<file path="config.mk">
export PLATFORM = sky130hd
export DESIGN_NAME = wave_capture
export DESIGN_NICKNAME = d
export VERILOG_FILES = /design/src/rtl/wave_capture.sv
export SDC_FILE = /design/constraint.sdc
export NUM_CORES = 1
export LEC_CHECK = 0
export ABC_AREA = 1
export CELL_PAD_IN_SITES_DETAIL_PLACEMENT = 1
export CELL_PAD_IN_SITES_GLOBAL_PLACEMENT = 2
export CORE_MARGIN = 2
export CORE_UTILIZATION = 20
export CTS_CLUSTER_DIAMETER = 100
export CTS_CLUSTER_SIZE = 25
export DETAILED_ROUTE_END_ITERATION = 8
export PLACE_DENSITY_LB_ADDON = 0.25
export SLEW_MARGIN = 20
export SYNTH_ARGS = -nofsm -noshare
export SYNTH_HDL_FRONTEND = slang
export SYNTH_SLANG_ARGS = --single-unit
</file>
<file path="constraint.sdc">
create_clock -name clk -period 3.3 [get_ports clk]
set_input_delay 0.495 -clock clk [delete_from_list [all_inputs] [get_ports clk]]
set_output_delay 0.495 -clock clk [all_outputs]
set_load 0.05 [all_outputs]
</file>
<file path="src/rtl/wave_capture.sv">
// Zero-crossing triggered waveform capture into a double-buffered display RAM.
// Arms on a positive zero crossing, writes one full buffer half, then swaps once the reader is idle.
module wave_capture #(
  parameter int SAMPLE_W    = 16,
  parameter int NUM_SAMPLES = 256
) (
  input  logic                clk,
  input  logic                reset,
  input  logic                new_sample_ready,
  input  logic [SAMPLE_W-1:0] new_sample_in,
  input  logic                wave_display_idle,
  output logic [8:0]          write_address,
  output logic                write_enable,
  output logic [7:0]          write_sample,
  output logic                read_index
);

  typedef enum logic [1:0] {ARMED, ACTIVE, WAIT} state_t;

  localparam logic [7:0] LAST_IDX = 8'(NUM_SAMPLES - 1);

  state_t              state;
  logic [7:0]          count;
  logic [SAMPLE_W-1:0] prev_sample;
  logic                zero_cross;
  logic                unused_prev;

  // Only the sign of the previous sample matters for triggering.
  assign unused_prev = ^prev_sample[SAMPLE_W-2:0];
  assign zero_cross  = new_sample_ready && prev_sample[SAMPLE_W-1] && !new_sample_in[SAMPLE_W-1];

  assign write_enable  = !reset && (state == ACTIVE) && new_sample_ready;
  assign write_address = {~read_index, count};
  // Offset binary: flipping the sign bit maps signed range onto 0x00..0xFF.
  assign write_sample  = {~new_sample_in[SAMPLE_W-1], new_sample_in[SAMPLE_W-2 -: 7]};

  always_ff @(posedge clk) begin
    if (reset) begin
      state       <= ARMED;
      count       <= '0;
      prev_sample <= '0;
      read_index  <= 1'b0;
    end else begin
      if (new_sample_ready) prev_sample <= new_sample_in;
      case (state)
        ARMED: begin
          if (zero_cross) begin
            state <= ACTIVE;
            count <= '0;
          end
        end
        ACTIVE: begin
          if (new_sample_ready) begin
            count <= count + 8'd1;
            if (count == LAST_IDX) state <= WAIT;
          end
        end
        WAIT: begin
          if (wave_display_idle) begin
            read_index <= ~read_index;
            state      <= ARMED;
          end
        end
        default: state <= ARMED;
      endcase
    end
  end

endmodule

</file>
==> results by group <==
Pwr
  • PD cells: approximately 300 mW/mm^2
  • Tot Pwr: between 200 and 300 uW
  • Peak VDD IR: between 0.0001 and 0.00015 V
  • Pleak: ~0.36 nW

Min path
  • HP Class: flop to flop

Timing
  • Worst-margin pin slew: between 500 and 600 ps
  • Setup Total Neg Slack: 0 ps
  • Period minus WS final: ~2800 ps
  • Final Setup Violations: 0
  • Fmax: 362.3 MHz
  • RSZ-0062 raised after global routing: false
  • Setup ws final: ~540 ps
  • Final Cycle Share: ~84%
  • Slew margin rel.: 66.36%
  • Final Hold Violating Endpoints: 0
  • Fin Hold WS: between 400 and 500 ps
  • Final Max Tran Viols: 0
  • Clock skew: about 1.1 ps

CTS
  • CTS tree: done
  • Post CTS Setup Buffer Count: 0
  • CTS Sinks: 12
  • Total CTS buffers: 3
  • Post-CTS Resized: 0
  • Hold buffer count at cts: 0
  • Worst skew pair latency: between 200 and 300 ps
  • Root buffer cell: clkbuf_4
  • Longest Clk Path Bufs: 2
  • H-tree depth: 1
  • Clk slew on worst S/H paths: around 80 ps

Yosys
  • Post-synthesis simple-gate area fraction: between 30% and 40%
  • Mapped Area: 713.2 um^2
  • Main combinational cell family by area after synthesis: simple AND/OR/NAND/NOR gates
  • Area leader, netlist: dfxtp_1
  • Netlist cell types: 17
  • Synth area leaders: dfxtp_1 (34%), nand2_1 (13%), inv_1 (7.9%)
  • Mux cell area share after synthesis: 0%
  • Sequential share of the synthesized area: 33.68%
  • Syn_area_per_cell: about 6.7 um^2
  • Post-Synth XOR/XNOR Area: 0%
  • Post-Synth Adder-Cell Area: 1.754%
  • Post-synthesis cell count: 107
  • Synth Area in Compound Gates: roughly 15%
  • Yosys warns: 0
  • #FFs+latches synth: 12
  • Share of the synthesized area in the top cell type: about a third
  • Mapped Nets: about 130

Finish
  • Fillers: 434
  • Utilization after layout: about a quarter
  • Synth-to-layout area growth: 26.32%
  • Share of cells above drive strength 1: ~11%
  • Antenna cells: 0
  • Final net count: roughly 140

Worst setup path
  • Reg2Reg Depth: 8
  • Critical path class: input port to primary output
  • Reg2reg setup slack: 2040 ps
  • Critical Path Start: new_sample_ready
  • RR Startpoint: count[0]
  • Crit path DAT: approximately 2300 ps
  • CP endpoint kind: primary output
  • Peak fanout along the critical path: 4
  • Worst setup endpoint: write_enable
  • Worst reg2reg endpoint: state[0]
  • CP required: approximately 2800 ps
  • Startpoint class of the critical path: input port

Placed design
  • Port Buf Inserts: 16
  • Place WS: ~530 ps
  • Estimated wirelength of the detail-placed design: approximately 1400 um
  • Final Wtd Congestion: 0.7301

Routing
  • WL/cell: 10.89 um
  • Drt pass-1 iters: 2
  • Vias per inst: between 4 and 5
  • # DRC: 0
  • Drt total wl: between 1500 and 2000 um
  • Via count: 693
  • Routed Antenna Nets: 0
  • DR iter-0 viols: 8

Flow run
  • Max cap viols: 0

GRT
  • Overall Global Routing Usage: roughly a tenth
  • Antenna violations before repair: 0
  • Vias in the first global route: roughly 720
  • Largest net degree at the start of global routing: 8
  • GR Overflow Total: 0
  • First-pass GRT wire length: between 3000 and 4000 um

Die
  • Initial Util: between 20% and 30%
  • Width of the chip: between 60 and 70 um
  • IO Count: 39
  • Core area: 0.003390 mm^2
  • Rows: 21
  • Die ar.: between 0.004 and 0.005 mm^2
  • Die span in y: roughly 64 um

Status
  • Status: finished, final reports clean
stage by stage:
stage	area [um^2]	cells
after floorplan	713.2	107
after global placement	878.3	162
after detailed placement	878.3	162
after CTS	900.9	165
after global routing	900.9	165
final	900.9	165
worst max-delay path, cell delays in order:
cell and delay, ps:
clkdlybuf4s50_1 510, inv_1 100, nor2_4 160, inv_2 70, nor2_4 110, clkdlybuf4s50_1 820
flip-flops by register name, summed over array words and instances, names as in the netlist:
signal	flops
state	2
count	8
prev_sample	1
read_index	1
layout by cell type, fill, tap and decap left out, types with 3 or more instances in the layout:
master | Yosys | routed
nand2_1 | 25 | 25
clkdlybuf4s50_1 | 0 | 16
inv_1 | 15 | 15
dfxtp_1 | 12 | 12
nand3_1 | 11 | 11
a21oi_1 | 10 | 10
nor2_1 | 8 | 8
o21ai_0 | 5 | 5
nand2_2 | 3 | 3
clkbuf_4 | 0 | 3
cell usage after synthesis, drive strengths merged:
master / n
nand2: 28
inv: 17
dfxtp: 12
nand3: 12
a21oi: 11
nor2: 11
buf: 7
o21ai: 7
a31oi: 1
ha: 1
report_power, final:
part | total, mW | leakage, nW | internal [mW] | switching, mW
Clock | 0.0931 | 0.0138 | 0.0422 | 0.0509
Sequential | 0.147 | 0.0969 | 0.146 | 0.00112
Combinational | 0.0297 | 0.251 | 0.0108 | 0.0189
cells by family after synthesis:
group / after synthesis
AND/OR/NAND/NOR: 51
AO/OA/AOI/OAI: 19
adder cells (fa/ha/maj): 1
flip-flops: 12
buffers and inverters: 24
worst min-delay path by stage:
stage | from | to | slack (ps) | cells past startpoint
6_report | read_index | read_index | 500 | 2
5_1_grt | read_index | read_index | 520 | 2
4_1_cts | read_index | read_index | 500 | 2
3_5_place_dp | read_index | read_index | 490 | 2
3_3_place_gp | read_index | read_index | 470 | 2
2_1_floorplan | state[0] | state[0] | 480 | 2
cell type report:
type                            instances  area (um^2)  area share [%]
Clock buffer                            3        22.52           2.500
Inverter                               17        63.81           7.083
Multi-Input combinational cell         71        356.6           39.58
Sequential cell                        12        240.2           26.67
Tap cell                               46        57.56           6.389
Timing Repair Buffer                   16        160.2           17.78
layer usage:
metal | vias up | wire (um) | global-route usage (%)
met5 | - | 0 | 0
met3 | 4 | 65 | 2.500
li1 | 356 | - | -
met1 | 323 | 850 | 12.60
met2 | 10 | 861 | 16.58
met4 | 0 | 18 | 5.978
No activity file was read; power rests on OpenSTA's default activity.
